$ cat config.mk
export PLATFORM = sky130hd
export DESIGN_NAME = exp_dispatch_flat
export DESIGN_NICKNAME = d
export VERILOG_FILES = /design/src/rtl/exp_pkg.sv /design/src/rtl/exp_dispatch_if.sv /design/src/rtl/exp_req_fifo.sv /design/src/rtl/exp_dispatch.sv /design/src/flat_wrapper.sv
export SDC_FILE = /design/constraint.sdc
export NUM_CORES = 1
export LEC_CHECK = 0
export CAP_MARGIN = 20
export CORE_MARGIN = 5
export CORE_UTILIZATION = 40
export DETAILED_ROUTE_END_ITERATION = 8
export SLEW_MARGIN = 15
export SYNTH_ARGS = -nofsm -noshare
export SYNTH_HDL_FRONTEND = slang
export SYNTH_SLANG_ARGS = --single-unit
$ cat constraint.sdc
create_clock -name clk -period 3 [get_ports clk]
set_input_delay 0.6 -clock clk [delete_from_list [all_inputs] [get_ports clk]]
set_output_delay 0.6 -clock clk [all_outputs]
set_load 0.05 [all_outputs]
$ cat src/rtl/exp_pkg.sv
// Shared definitions for the exponent-engine dispatcher: default sizes and FSM state encoding.
// Latency/backpressure: n/a (types and constants only).
package exp_pkg;

    localparam int DEF_WIDTH   = 16;
    localparam int DEF_DEPTH   = 4;
    localparam int DEF_TIMEOUT = 32;

    // Engine state register needs this many WAIT cycles before eng_done is trustworthy.
    localparam int ENG_BLIND = 2;

    typedef enum logic [2:0] {
        ST_IDLE  = 3'd0,
        ST_ISSUE = 3'd1,
        ST_WAIT  = 3'd2,
        ST_RESP  = 3'd3,
        ST_CLR   = 3'd4
    } state_t;

endpackage

$ cat src/rtl/exp_dispatch_if.sv
// Request, engine and result handshakes of the dispatcher; master = dispatcher, slave = environment.
// Latency/backpressure: wiring only; valid/ready on request and result, start/done/clr on engine.
interface exp_dispatch_if import exp_pkg::*; #(parameter int WIDTH = DEF_WIDTH);

    logic             in_valid;
    logic             in_ready;
    logic [WIDTH-1:0] in_c;
    logic [WIDTH-1:0] in_j;

    logic             eng_start;
    logic [WIDTH-1:0] eng_c;
    logic [WIDTH-1:0] eng_j;
    logic             eng_done;
    logic [WIDTH-1:0] eng_g;
    logic             eng_clr;

    logic             out_valid;
    logic             out_ready;
    logic [WIDTH-1:0] out_g;
    logic             out_err;

    modport master (
        input  in_valid, in_c, in_j, eng_done, eng_g, out_ready,
        output in_ready, eng_start, eng_c, eng_j, eng_clr, out_valid, out_g, out_err
    );

    modport slave (
        output in_valid, in_c, in_j, eng_done, eng_g, out_ready,
        input  in_ready, eng_start, eng_c, eng_j, eng_clr, out_valid, out_g, out_err
    );

endinterface

$ cat src/rtl/exp_req_fifo.sv
// DEPTH-entry synchronous request FIFO, head visible combinationally on rdata.
// Latency: 1 cycle push-to-nonempty; a push while full is taken only together with a pop.
module exp_req_fifo import exp_pkg::*; #(
    parameter int DW    = 2 * DEF_WIDTH,
    parameter int DEPTH = DEF_DEPTH
) (
    input  logic          clk,
    input  logic          rst,
    input  logic          push,
    input  logic [DW-1:0] wdata,
    input  logic          pop,
    output logic [DW-1:0] rdata,
    output logic          full,
    output logic          empty
);

    localparam int AW = $clog2(DEPTH);

    logic [AW:0]   wptr;
    logic [AW:0]   rptr;
    logic [DW-1:0] mem [DEPTH];
    logic          do_push;
    logic          do_pop;

    // Extra pointer bit distinguishes full from empty when the indices match.
    assign empty   = (wptr == rptr);
    assign full    = (wptr[AW] != rptr[AW]) && (wptr[AW-1:0] == rptr[AW-1:0]);
    assign do_pop  = pop && !empty;
    assign do_push = push && (!full || do_pop);
    assign rdata   = mem[rptr[AW-1:0]];

    always_ff @(posedge clk) begin
        if (rst) begin
            wptr <= '0;
            rptr <= '0;
        end else begin
            if (do_push) wptr <= wptr + (AW+1)'(1);
            if (do_pop)  rptr <= rptr + (AW+1)'(1);
        end
    end

    always_ff @(posedge clk) begin
        if (do_push) mem[wptr[AW-1:0]] <= wdata;
    end

endmodule

$ cat src/rtl/exp_dispatch.sv
// Queues (c, j) requests, screens operands, runs one engine job at a time with a timeout, returns g or error.
// Latency: error result 2 cycles after accept, out_valid 1 cycle after eng_done; in_ready drops when FIFO full.
module exp_dispatch import exp_pkg::*; #(
    parameter int WIDTH   = DEF_WIDTH,
    parameter int DEPTH   = DEF_DEPTH,
    parameter int TIMEOUT = DEF_TIMEOUT
) (
    input  logic            clk,
    input  logic            rst,
    exp_dispatch_if.master  bus
);

    localparam int             TW     = $clog2(TIMEOUT) + 1;
    localparam logic [TW-1:0]  T_LAST = TW'(TIMEOUT - 1);
    localparam logic [TW-1:0]  T_OPEN = TW'(ENG_BLIND + 1);

    state_t             state;
    logic [TW-1:0]      timer;
    logic               rdy_q;
    logic               start_q;
    logic               clr_q;
    logic [WIDTH-1:0]   eng_c_q;
    logic [WIDTH-1:0]   eng_j_q;
    logic               out_valid_q;
    logic [WIDTH-1:0]   out_g_q;
    logic               out_err_q;

    logic               full;
    logic               empty;
    logic               push;
    logic               pop;
    logic [2*WIDTH-1:0] head;
    logic [WIDTH-1:0]   head_c;
    logic [WIDTH-1:0]   head_j;

    assign bus.in_ready  = rdy_q && !full;
    assign bus.eng_start = start_q;
    assign bus.eng_c     = eng_c_q;
    assign bus.eng_j     = eng_j_q;
    assign bus.eng_clr   = clr_q;
    assign bus.out_valid = out_valid_q;
    assign bus.out_g     = out_g_q;
    assign bus.out_err   = out_err_q;

    assign push   = bus.in_valid && bus.in_ready;
    assign pop    = (state == ST_IDLE) && !empty;
    assign head_c = head[2*WIDTH-1:WIDTH];
    assign head_j = head[WIDTH-1:0];

    exp_req_fifo #(.DW(2*WIDTH), .DEPTH(DEPTH)) u_fifo (
        .clk   (clk),
        .rst   (rst),
        .push  (push),
        .wdata ({bus.in_c, bus.in_j}),
        .pop   (pop),
        .rdata (head),
        .full  (full),
        .empty (empty)
    );

    always_ff @(posedge clk) begin
        if (rst) begin
            state       <= ST_IDLE;
            timer       <= '0;
            rdy_q       <= 1'b0;
            start_q     <= 1'b0;
            clr_q       <= 1'b1;
            eng_c_q     <= '0;
            eng_j_q     <= '0;
            out_valid_q <= 1'b0;
            out_g_q     <= '0;
            out_err_q   <= 1'b0;
        end else begin
            rdy_q   <= 1'b1;
            start_q <= 1'b0;
            clr_q   <= 1'b0;
            // Timer is cleared on issue, so it reads 0 during the eng_start cycle.
            if (timer != '1) timer <= timer + TW'(1);

            case (state)
                ST_IDLE: begin
                    if (!empty) begin
                        if (head_c < WIDTH'(2) || head_j == '0) begin
                            out_g_q     <= '0;
                            out_err_q   <= 1'b1;
                            out_valid_q <= 1'b1;
                            state       <= ST_RESP;
                        end else begin
                            eng_c_q <= head_c;
                            eng_j_q <= head_j;
                            start_q <= 1'b1;
                            timer   <= '0;
                            state   <= ST_ISSUE;
                        end
                    end
                end
                ST_ISSUE: state <= ST_WAIT;
                ST_WAIT: begin
                    if (timer >= T_OPEN && bus.eng_done) begin
                        out_g_q     <= bus.eng_g;
                        out_err_q   <= 1'b0;
                        out_valid_q <= 1'b1;
                        state       <= ST_RESP;
                    end else if (timer == T_LAST) begin
                        out_g_q     <= '0;
                        out_err_q   <= 1'b1;
                        out_valid_q <= 1'b1;
                        state       <= ST_RESP;
                    end
                end
                ST_RESP: begin
                    if (bus.out_ready) begin
                        out_valid_q <= 1'b0;
                        clr_q       <= 1'b1;
                        state       <= ST_CLR;
                    end
                end
                ST_CLR:  state <= ST_IDLE;
                default: state <= ST_IDLE;
            endcase
        end
    end

endmodule

$ cat src/flat_wrapper.sv
// flat-port wrapper written by rule: the top's interface ports become plain ports
module exp_dispatch_flat import exp_pkg::*;
#(
    parameter int WIDTH   = DEF_WIDTH,
    parameter int DEPTH   = DEF_DEPTH,
    parameter int TIMEOUT = DEF_TIMEOUT
)
  (clk, rst, bus_in_valid, bus_in_c, bus_in_j, bus_eng_done, bus_eng_g, bus_out_ready, bus_in_ready, bus_eng_start, bus_eng_c, bus_eng_j, bus_eng_clr, bus_out_valid, bus_out_g, bus_out_err);
  exp_dispatch_if #(.WIDTH(WIDTH)) bus_i ();
  input  logic clk;
  input  logic rst;
  input wire logic [$bits(bus_i.in_valid)-1:0] bus_in_valid;
  input wire logic [$bits(bus_i.in_c)-1:0] bus_in_c;
  input wire logic [$bits(bus_i.in_j)-1:0] bus_in_j;
  input wire logic [$bits(bus_i.eng_done)-1:0] bus_eng_done;
  input wire logic [$bits(bus_i.eng_g)-1:0] bus_eng_g;
  input wire logic [$bits(bus_i.out_ready)-1:0] bus_out_ready;
  output wire logic [$bits(bus_i.in_ready)-1:0] bus_in_ready;
  output wire logic [$bits(bus_i.eng_start)-1:0] bus_eng_start;
  output wire logic [$bits(bus_i.eng_c)-1:0] bus_eng_c;
  output wire logic [$bits(bus_i.eng_j)-1:0] bus_eng_j;
  output wire logic [$bits(bus_i.eng_clr)-1:0] bus_eng_clr;
  output wire logic [$bits(bus_i.out_valid)-1:0] bus_out_valid;
  output wire logic [$bits(bus_i.out_g)-1:0] bus_out_g;
  output wire logic [$bits(bus_i.out_err)-1:0] bus_out_err;
  assign bus_i.in_valid = bus_in_valid;
  assign bus_i.in_c = bus_in_c;
  assign bus_i.in_j = bus_in_j;
  assign bus_i.eng_done = bus_eng_done;
  assign bus_i.eng_g = bus_eng_g;
  assign bus_i.out_ready = bus_out_ready;
  assign bus_in_ready = bus_i.in_ready;
  assign bus_eng_start = bus_i.eng_start;
  assign bus_eng_c = bus_i.eng_c;
  assign bus_eng_j = bus_i.eng_j;
  assign bus_eng_clr = bus_i.eng_clr;
  assign bus_out_valid = bus_i.out_valid;
  assign bus_out_g = bus_i.out_g;
  assign bus_out_err = bus_i.out_err;
  exp_dispatch #(.WIDTH(WIDTH), .DEPTH(DEPTH), .TIMEOUT(TIMEOUT)) u_core (.clk(clk), .rst(rst), .bus(bus_i));
endmodule
==> impl_metrics.yaml <==
global_route:
  grt_pass1_wl_mm: 27.6
  antenna_found_initial: 0
  grt_pass1_vias: 4911
  grt_max_degree: 36
  grt_overflow_total: 0
  grtUsageTotal_pct: 16.2
yosys:
  yosysTopAreaCellShare_pct: 49.2
  synth_most_common_cell: "edfxtp_1"
  netlist_instances: 505
  syn_area_um2: 7810
  yosys_warnings: 0
  synthFlopType: "edfxtp_1"
  syn-num-nets: 564
  synth_commonest_cells: "edfxtp_1, dfxtp_1, a21oi_1"
  synth-seq-cells: 198
  synthArstFlopShare_pct: 0
  seq_area_frac_synth_pct: 67.2
  yosys.area.top_type: "edfxtp_1"
  synthTopCellsByArea: "edfxtp_1, dfxtp_1, mux4_2"
  synth_edf_count: 128
  synth_cell_type_count: 46
  synth.avg_cell_area_um2: 15.5
timing:
  fin_setup_tns_ns: 0
  max_freq_mhz: 385
  rsz0062_at_grt: "no"
  post-route-period-util_pct: 86.7
  tightest_slew_ns: 0.631
  finClkSkew_ns: 0.0116
  finalHoldViolCount: 0
  maxSlewHeadroom_pct: 57.7
  post-route-min-period_ns: 2.60
  maxSlewViolCount: 0
  setup_viol: 0
pwr:
  switchingPower_mw: 2.69
  swShare_pct: 34.5
  clkPwrFrac_pct: 27.7
  p_comb_share_pct: 29.2
  p_int_mw: 5.10
  powerDensity_nw_per_um2: 803
  p_leak_nw: 3.19
  seqPwrFrac_pct: 43.1
  vdd_ir_drop_max_mv: 0.498
flow_run:
  maxCapViolations: 0
clock_network:
  cts_resized: 0
  postCtsHoldBufs: 0
  clk_pin_slew_ns: 0.07
  cts-root-buf: "clkbuf_16"
  clock_path_buffers: 2
  numCtsBuffers: 17
  cts-htree-levels: 4
  cts_tree: "built"
  cts.sinks: 198
  clock_latency_ns: 0.43
  cts_setup_buffers: 0
route:
  ant_nets: 0
  drt_iter0_drc: 248
  drt_wl_total_mm: 17.7
  drc: 0
  wire_per_inst_um: 19.9
  via_count: 4836
  via_per_inst: 5.44
  dr.pass1.iters: 5
critical_path:
  startpoint_type: "flop"
  r2r_end: "u_core.bus.eng_c[11]"
  critPathRequiredTime_ns: 3.35
  rr_worst_depth: 7
  critPathMaxFanout: 24
  crit_path_end_kind: "flop"
  crit_type: "flop to flop"
  crit_arrival_ns: 2.95
  reg2reg_setup_slack_ns: 0.40
placed_design:
  gp_congestion: 0.769
  place_area_um2: 9140
  port-buffer-count: 105
  hpwl_mm: 12.0
layout:
  num-fill-cells: 1645
  drive_gt1_share_pct: 16.2
  nets: 670
  antennaDiodeCount: 0
  area_delta_synth_final_pct: 24.3
  regArea_um2: 5250
  design_area_um2: 9700
  multi_input_area_um2: 2300
die:
  fp.dieH_um: 150
  dieArea_um2: 22400
  start_util_pct: 40.4
  num_io_pins: 106
  die_width_um: 150
  rows: 51
  coreArea_um2: 19300
worst_hold_path:
  min_from: "u_core.bus.eng_j[6]"
  min_to: "u_core.bus.eng_j[6]"
  hold_class: "flop to flop"
  min_path_cells: 2
outcome:
  status: "finished clean"
-- worst max path at each step --
stage	start	to	slack, ns	cells after the start
4_1_cts	u_core.u_fifo.wptr[0]	bus_in_ready	0.02	3
5_1_grt	flop	u_core.bus.eng_c[11]	0.13	7
3_3_place_gp	flop	u_core.bus.out_g[3]	0.40	6
6_report	flop	u_core.bus.eng_c[11]	0.40	7
3_5_place_dp	flop	u_core.bus.eng_c[11]	0.41	7
2_1_floorplan	u_core.u_fifo.wptr[0]	u_core.u_fifo.wptr[2]	0.02	5
-- logic make-up (layout without fill, tap and decap cells) --
group | after synthesis | in the layout | synth area share (%)
buf+inv | 47 | 166 | 3.57
compound gates | 102 | 102 | 8.78
simple gates | 108 | 108 | 8.65
flops | 198 | 198 | 67.2
mux | 34 | 34 | 9.73
xor+xnor | 10 | 10 | 1.12
fa+ha+maj | 6 | 6 | 0.962
-- worst max-delay path: stages (launching register included) --
cell and delay (ns):
dfxtp_2 0.35, buf_12 0.23, mux4_2 0.56, nor4_1 0.39
and4_1 0.45, buf_4 0.26, o31ai_1 0.10, a21oi_1 0.16
-- cell usage in the layout, fill, tap and decap left out, types with 11 or more instances in the layout --
cell,n
nor3_1,14
clkdlybuf4s50_1,103
o31ai_1,32
clkbuf_16,17
nor3_2,11
mux4_2,27
a21oi_1,36
nand4_1,34
edfxtp_1,128
buf_4,20
nor2_1,12
a22oi_1,16
dfxtp_1,69
-- cell type report --
cell class | count | area share [%]
flip-flops and latches | 198 | 54.1
multi-input cells | 260 | 23.7
repair buffers | 127 | 12.8
clock buffers | 18 | 4.42
well taps | 265 | 3.42
clock inverters | 14 | 1.35
inverters | 7 | 0.271
-- layer usage --
| layer | GRT usage [%] | vias to the layer above | part of all wire, % |
|---|---|---|---|
| met5 | 0 | - | 0 |
| met3 | 3.66 | 16 | 5.7 |
| met2 | 27.9 | 146 | 51 |
| met1 | 20.6 | 2424 | 42 |
| li1 | - | 2250 | - |
| met4 | 4.85 | 0 | 1.5 |
-- metrics by stage --
stage / util (%) / total power [mW] / hold WS (ns) / instances / worst slack (ns)
3_3_place_gp: 47.3 / 5.68 / 0.457 / 857 / 0.398
3_5_place_dp: 47.3 / 5.71 / 0.463 / 857 / 0.406
6_report: 50.2 / 7.79 / 0.483 / 889 / 0.400
4_1_cts: 50.2 / 7.87 / 0.482 / 889 / 0.0239
2_1_floorplan: - / 4.89 / 0.454 / 505 / 0.0221
5_1_grt: 50.2 / 8.14 / 0.499 / 889 / 0.131
-- power groups by stage --
stage / sequential (mW) / combinational (mW) / clock, mW
after floorplan: 3.93 / 0.966 / 0
after global placement: 3.41 / 2.27 / 0
after detailed placement: 3.42 / 2.29 / 0
after CTS: 3.36 / 2.30 / 2.21
after global routing: 3.38 / 2.44 / 2.33
final: 3.35 / 2.28 / 2.16
-- registers in the layout (all words and copies together), names as in the netlist, named ones only --
signal and count:
u_core.u_fifo.mem 128, u_core.bus.eng_c 16, u_core.rdy_q 1, u_core.bus.eng_j 16
u_core.bus.eng_start 1, u_core.bus.out_valid 1, u_core.bus.out_err 1, u_core.timer 6
u_core.u_fifo.wptr 3, u_core.bus.eng_clr 1, u_core.state 3, u_core.bus.out_g 16
u_core.u_fifo.rptr 3
Note: power is estimated with default switching activity, not from simulation.
